--- src/rtl/mem_wb_debug_reader_pkg.sv ---
// Shared debug definitions for latch readers: FSM encoding, frame layout, header default.
// Frame length depends on MEMWB_DUMP_CKSUM_EN (14 bytes, or 15 with trailing XOR checksum).
// No logic here; consumers include the RTL readers and the host-side frame decoder.
package mem_wb_debug_reader_pkg;

  typedef enum logic [2:0] {
    ST_IDLE,
    ST_STEP,
    ST_WAIT,
    ST_SNAP,
    ST_SEND,
    ST_DONE
  } dbg_state_t;

  localparam logic [7:0] HEADER_BYTE_DEFAULT = 8'hA5;
  localparam int         FRAME_LEN_BASE      = 14;
  localparam int         FRAME_LEN_CKSUM     = 15;
`ifdef MEMWB_DUMP_CKSUM_EN
  localparam int         FRAME_LEN           = FRAME_LEN_CKSUM;
`else
  localparam int         FRAME_LEN           = FRAME_LEN_BASE;
`endif
  localparam logic [3:0] LAST_IDX            = 4'(FRAME_LEN - 1);

  // Byte offsets inside the frame, shared with the host decoder.
  localparam logic [3:0] OFS_HEADER     = 4'd0;
  localparam logic [3:0] OFS_OUTPUT_MEM = 4'd1;
  localparam logic [3:0] OFS_ALU_RES    = 4'd5;
  localparam logic [3:0] OFS_PC_TO_REG  = 4'd9;
  localparam logic [3:0] OFS_CTRL       = 4'd13;
  localparam logic [3:0] OFS_CKSUM      = 4'd14;

  typedef struct packed {
    logic [31:0] output_mem;
    logic [31:0] alu_res;
    logic [31:0] pc_to_reg;
    logic [4:0]  addr_reg_dst;
    logic        write_pc;
    logic        reg_write;
    logic        mem_to_reg;
  } memwb_snap_t;

  // sel 0 selects the most significant byte.
  function automatic logic [7:0] word_byte(input logic [31:0] w, input logic [1:0] sel);
    logic [7:0] b;
    case (sel)
      2'd0:    b = w[31:24];
      2'd1:    b = w[23:16];
      2'd2:    b = w[15:8];
      default: b = w[7:0];
    endcase
    return b;
  endfunction

endpackage

--- src/rtl/mem_wb_debug_reader_serializer.sv ---
// Byte-frame serializer for a MEM/WB snapshot; optional checksum under MEMWB_DUMP_CKSUM_EN.
// Header valid the cycle after start; one byte per cycle when tx_ready stays high.
// Holds tx_data/tx_valid while tx_ready is low; tx_valid never depends on tx_ready.
module memwb_frame_serializer
  import mem_wb_debug_reader_pkg::*;
#(
  parameter logic [7:0] HEADER_BYTE = HEADER_BYTE_DEFAULT
) (
  input  logic        clk,
  input  logic        rst,
  input  logic        start,
  input  memwb_snap_t snap,
  input  logic        tx_ready,
  output logic [7:0]  tx_data,
  output logic        tx_valid,
  output logic        last_xfer
);

  logic [3:0] idx;
  logic [3:0] idx_nxt;
  logic [7:0] byte_nxt;
  logic [7:0] ctrl_byte;
  logic       xfer;

  assign xfer      = tx_valid && tx_ready;
  assign last_xfer = xfer && (idx == LAST_IDX);
  assign idx_nxt   = idx + 4'd1;
  assign ctrl_byte = {snap.addr_reg_dst, snap.write_pc, snap.reg_write, snap.mem_to_reg};

`ifdef MEMWB_DUMP_CKSUM_EN
  logic [7:0] cksum;
  always_comb begin
    cksum = ctrl_byte;
    for (int i = 0; i < 4; i++) begin
      cksum = cksum ^ word_byte(snap.output_mem, 2'(i))
                    ^ word_byte(snap.alu_res, 2'(i))
                    ^ word_byte(snap.pc_to_reg, 2'(i));
    end
  end
`endif

  // Byte presented after the current one transfers.
  always_comb begin
    byte_nxt = 8'h00;
    if (idx_nxt == OFS_CTRL)
      byte_nxt = ctrl_byte;
`ifdef MEMWB_DUMP_CKSUM_EN
    else if (idx_nxt == OFS_CKSUM)
      byte_nxt = cksum;
`endif
    else if (idx_nxt >= OFS_PC_TO_REG)
      byte_nxt = word_byte(snap.pc_to_reg, 2'(idx_nxt - OFS_PC_TO_REG));
    else if (idx_nxt >= OFS_ALU_RES)
      byte_nxt = word_byte(snap.alu_res, 2'(idx_nxt - OFS_ALU_RES));
    else if (idx_nxt >= OFS_OUTPUT_MEM)
      byte_nxt = word_byte(snap.output_mem, 2'(idx_nxt - OFS_OUTPUT_MEM));
  end

  always_ff @(posedge clk or negedge rst) begin
    if (!rst) begin
      idx      <= OFS_HEADER;
      tx_valid <= 1'b0;
      tx_data  <= 8'h00;
    end else if (start) begin
      idx      <= OFS_HEADER;
      tx_valid <= 1'b1;
      tx_data  <= HEADER_BYTE;
    end else if (xfer) begin
      if (idx == LAST_IDX) begin
        tx_valid <= 1'b0;
        tx_data  <= 8'h00;
      end else begin
        idx     <= idx_nxt;
        tx_data <= byte_nxt;
      end
    end
  end

endmodule

--- src/rtl/mem_wb_debug_reader.sv ---
// MEM/WB debug reader: optional step pulse, snapshot, byte-frame dump (MEMWB_DUMP_CKSUM_EN adds checksum).
// Step req cycle 0 -> o_step cycle 1, header valid cycle 4; dump req cycle 0 -> header valid cycle 2.
// Frame stalls on i_tx_ready low; requests while busy are dropped, not queued.
module mem_wb_debug_reader
  import mem_wb_debug_reader_pkg::*;
#(
  parameter logic [7:0] HEADER_BYTE = HEADER_BYTE_DEFAULT,
  parameter int         AUTO_DUMP   = 1
) (
  input  logic        clk,
  input  logic        rst,
  input  logic        i_step_req,
  input  logic        i_dump_req,
  input  logic [31:0] i_output_mem,
  input  logic [31:0] i_ALU_res,
  input  logic [31:0] i_pc_to_reg,
  input  logic [4:0]  i_addr_reg_dst,
  input  logic        is_write_pc,
  input  logic        is_RegWrite,
  input  logic        is_MemtoReg,
  input  logic        i_tx_ready,
  output logic        o_step,
  output logic [7:0]  o_tx_data,
  output logic        o_tx_valid,
  output logic        o_busy,
  output logic        o_done
);

  dbg_state_t  state_q, state_nxt;
  memwb_snap_t snap_q;
  logic        last_xfer;
  logic        step_nxt, busy_nxt, done_nxt;

  always_ff @(posedge clk or negedge rst) begin
    if (!rst) state_q <= ST_IDLE;
    else      state_q <= state_nxt;
  end

  always_comb begin
    state_nxt = state_q;
    case (state_q)
      ST_IDLE: begin
        if (i_step_req)      state_nxt = ST_STEP;
        else if (i_dump_req) state_nxt = ST_SNAP;
      end
      ST_STEP: state_nxt = ST_WAIT;
      ST_WAIT: state_nxt = (AUTO_DUMP != 0) ? ST_SNAP : ST_DONE;
      ST_SNAP: state_nxt = ST_SEND;
      ST_SEND: if (last_xfer) state_nxt = ST_DONE;
      ST_DONE: state_nxt = ST_IDLE;
      default: state_nxt = ST_IDLE;
    endcase
  end

  // Outputs are decoded from the next state so they register in step with it.
  always_comb begin
    step_nxt = (state_nxt == ST_STEP);
    busy_nxt = (state_nxt != ST_IDLE);
    done_nxt = (state_nxt == ST_DONE);
  end

  always_ff @(posedge clk or negedge rst) begin
    if (!rst) begin
      o_step <= 1'b0;
      o_busy <= 1'b0;
      o_done <= 1'b0;
    end else begin
      o_step <= step_nxt;
      o_busy <= busy_nxt;
      o_done <= done_nxt;
    end
  end

  always_ff @(posedge clk or negedge rst) begin
    if (!rst) begin
      snap_q <= '0;
    end else if (state_q == ST_SNAP) begin
      snap_q <= '{output_mem:   i_output_mem,
                  alu_res:      i_ALU_res,
                  pc_to_reg:    i_pc_to_reg,
                  addr_reg_dst: i_addr_reg_dst,
                  write_pc:     is_write_pc,
                  reg_write:    is_RegWrite,
                  mem_to_reg:   is_MemtoReg};
    end
  end

  memwb_frame_serializer #(
    .HEADER_BYTE(HEADER_BYTE)
  ) u_serializer (
    .clk      (clk),
    .rst      (rst),
    .start    (state_q == ST_SNAP),
    .snap     (snap_q),
    .tx_ready (i_tx_ready),
    .tx_data  (o_tx_data),
    .tx_valid (o_tx_valid),
    .last_xfer(last_xfer)
  );

endmodule

--- config.mk ---
export PLATFORM = sky130hd
export DESIGN_NAME = mem_wb_debug_reader
export DESIGN_NICKNAME = d
export VERILOG_FILES = /design/src/rtl/mem_wb_debug_reader_pkg.sv /design/src/rtl/mem_wb_debug_reader_serializer.sv /design/src/rtl/mem_wb_debug_reader.sv
export SDC_FILE = /design/constraint.sdc
export NUM_CORES = 1
export LEC_CHECK = 0
export CAP_MARGIN = 20
export CORE_MARGIN = 2
export CORE_UTILIZATION = 51
export CTS_BUF_LIST = sky130_fd_sc_hd__clkbuf_16
export DETAILED_ROUTE_END_ITERATION = 8
export PLACE_DENSITY = 0.8
export REMOVE_ABC_BUFFERS = 1
export SYNTH_ARGS = -nofsm -noshare
export SYNTH_HDL_FRONTEND = slang
export SYNTH_SLANG_ARGS = --single-unit
--- constraint.sdc ---
create_clock -name clk -period 3.6 [get_ports clk]
set_input_delay 0.54 -clock clk [delete_from_list [all_inputs] [get_ports clk]]
set_output_delay 0.54 -clock clk [all_outputs]
set_load 0.05 [all_outputs]
==> run_results.csv <==
group,metric,value,unit
clock_network,post_cts_buffers,0,
route,vias,5007,
placed_design,place_congestion,0.869,
worst_setup_path,cp-startpoint,"u_serializer.idx[0]",
layout,fin_nets,875,
floorplanning,fp-row-count,38,
clock_network,cts_max_level,4,
worst_setup_path,critical_path.top_delay_family,"adder cells",
floorplanning,dieHeight,110,microns
timing,hold_viol_final,0,
worst_setup_path,slowest_delay,0.87,ns
yosys,yosysWarnings,0,
layout,area_growth,32.5,%
power,clkPwrFrac,24.4,%
timing,grt_setup_unrepaired,"no",
route,wire_per_inst,15.9,microns
yosys,synth_cells,657,
layout,diodes,0,
power,seq_power_share,36.3,%
worst_setup_path,rr_startpoint,"u_serializer.idx[0]",
clock_network,cts.sinks,123,
power,power_density,914,nW/um^2
status,violations,"design-rule violations",
yosys,yosysUniqueCellTypes,44,
yosys,syn-cell-area,5680,sq um
timing,hold_ws,0.240,ns
worst_setup_path,worstPathArrival,2.89,ns
worst_setup_path,cpMaxStageDelayCell,"ha_1",
worst_setup_path,crit_required,3.93,ns
timing,clock_skew,0.00755,ns
status,run_status,"complete, but fails checks",
yosys,synthTopCellsByArea,"dfrtp_1 (54%), nand2_1 (22%), a222oi_1 (4.2%)",
timing,tns,0,ns
floorplanning,die_x,110,microns
worst_setup_path,end_kind,"flip-flop",
worst_setup_path,crit_type,"reg2reg",
yosys,synth.largest_area_cell,"dfrtp_1",
worst_setup_path,endpoint,"u_serializer.tx_data[5]",
clock_network,cts-root-buf,"clkbuf_16",
route,antenna_left,0,
timing,setup_violations,0,
worst_hold_path,min_path_type,"in2async",
worst_setup_path,start_kind,"flip-flop",
timing,max_freq,391,MHz
worst_setup_path,critPathMaxFanout,24,
yosys,synth_top_flop_cell,"dfrtp_1",
timing,final.period_utilization,71.1,%
power,p_sw_share,39.5,%
power,power_leakage,3.57,nW
yosys,async_flop_share,100,%
yosys,avgSynthCellArea,8.64,sq um
worst_setup_path,critical_path.cell_chain,"inv_1 > ha_1 > a222oi_1 > nor2b_1 > a2111oi_4 > a211oi_1 > o31ai_1",
floorplanning,core-area,10800,sq um
clock_network,hold_buffers,0,
route,drt-initial-drc-count,448,
clock_network,clkTransAtPathRegs,0.06,ns
worst_setup_path,cp_num_buf_inv,1,
clock_network,cts_resized,0,
route,first_pass_iters,9,
global_routing,antenna_found_initial,0,
timing,maxSlewHeadroom,28.9,%
layout,mostFrequentLayoutCell,"nand2_1",
layout,layout_common_cells,"nand2_1 (329), dfrtp_1 (123), clkdlybuf4s50_1 (119)",
clock_network,cts_tree,"built",
global_routing,grtUsageTotal,25.8,%
worst_setup_path,r2r_slack,1.04,ns
yosys,ys_ff_latch,123,
clock_network,numCtsBuffers,17,
power,ir_worst_vdd,0.404,mV
yosys,yosysSeqAreaShare,54.2,%
global_routing,grt_overflow,0,
clock_network,cts_buffer_depth,2,
route,detail_route.vias_per_cell,5.47,
global_routing,grt_max_degree,71,
placed_design,io_buffer_count,120,
power,pwr-share-comb,39.3,%
floorplanning,ios,121,
timing,worst_pin_slew,1.07,ns
floorplanning,dieArea,12000,sq um
worst_setup_path,worst-path-stages,7,
placed_design,dpl.hpwl,9.61,mm
power,p_sw,2.72,mW
run,cap_violations,0,
floorplanning,start_util,52.4,%
power,intPower,4.16,mW
layout,drive_gt1_share,6.58,%
timing,slew_viol_final,0,
global_routing,grt_pass1_vias,5068,
worst_setup_path,worst_r2r_path_depth,7,
yosys,synth_edf_count,0,
clock_network,clk_latency,0.42,ns
yosys,netlist.area_leader.share,54.2,%
route,drcViolationCount,1,
route,routed_wl,14.6,mm
worst_setup_path,r2r_end,"u_serializer.tx_data[5]",
timing,fin_crit,2.56,ns
global_routing,grt_pass1_wl,23.7,mm
-- routing by layer --
metal  up-vias  track usage, %  routed length (microns)  share of wire (%)
met5         -               0                        0                  0
met4         0            10.1                      275                1.9
met3        24            6.11                     1010                6.9
met2       193            42.3                     7070                 49
met1      2402            33.2                     6220                 43
li1       2388               -                        -                  -
-- synth_stat cells, drive strengths merged (3+ instances only) --
cell / n
ha: 4
nor2b: 7
a222oi: 24
nor3: 3
a32oi: 4
mux2i: 7
dfrtp: 123
nor2: 11
a211oi: 6
o21ai: 38
a21oi: 10
buf: 20
nand2: 329
and3: 7
inv: 12
clkbuf: 23
-- metrics by stage --
step | setup slack, ns | util, % | std cells | power [mW] | instance area [sq um]
3_3_place_gp | 1.12 | 64.0 | 883 | 5.06 | 6940
5_1_grt | 0.859 | 69.4 | 915 | 7.35 | 7520
4_1_cts | 1.05 | 69.4 | 915 | 6.89 | 7520
6_report | 1.04 | 69.4 | 915 | 6.87 | 7520
3_5_place_dp | 1.04 | 64.0 | 883 | 5.16 | 6940
2_1_floorplan | 0.337 | - | 614 | 4.29 | 5480
-- flip-flops by register name, indices dropped and copies added (netlist names) --
name,flops
o_step,1
o_busy,1
state_q,3
u_serializer.tx_data,8
snap_q,104
u_serializer.tx_valid,1
o_done,1
u_serializer.idx,4
-- worst min-delay path by stage --
stage | slack [ns] | end
final | 0.24 | snap_q[81]
after floorplan | 0.24 | o_busy
after detailed placement | 0.46 | snap_q[2]
after global routing | 0.31 | snap_q[73]
after global placement | 0.46 | snap_q[80]
after CTS | 0.26 | snap_q[73]
-- cells by family (layout without fill, tap and decap cells) --
kind of cell / Yosys count / after routing / synth area share, %
simple gates: 369 / 369 / 25.8
flops: 123 / 123 / 54.2
compound gates: 96 / 96 / 13.1
buf+inv: 55 / 173 / 4.32
mux: 7 / 7 / 1.23
fa+ha+maj: 4 / 4 / 0.881
xor+xnor: 3 / 3 / 0.463
-- power by group through the flow --
stage / clock (mW) / combinational [mW] / sequential, mW
6_report: 1.68 / 2.70 / 2.50
5_1_grt: 1.76 / 3.03 / 2.55
4_1_cts: 1.70 / 2.71 / 2.48
3_5_place_dp: 0 / 2.67 / 2.49
3_3_place_gp: 0 / 2.59 / 2.48
2_1_floorplan: 0 / 1.77 / 2.52
-- cell type report --
type	count	area, sq um
fillers	843	3320
flip-flops and latches	123	3080
multi-input cells	479	2380
repair buffers	129	1270
clock buffers	17	425
well taps	140	175
clock inverters	15	159
inverters	12	45.0
Power figures use the tool's default switching activity.
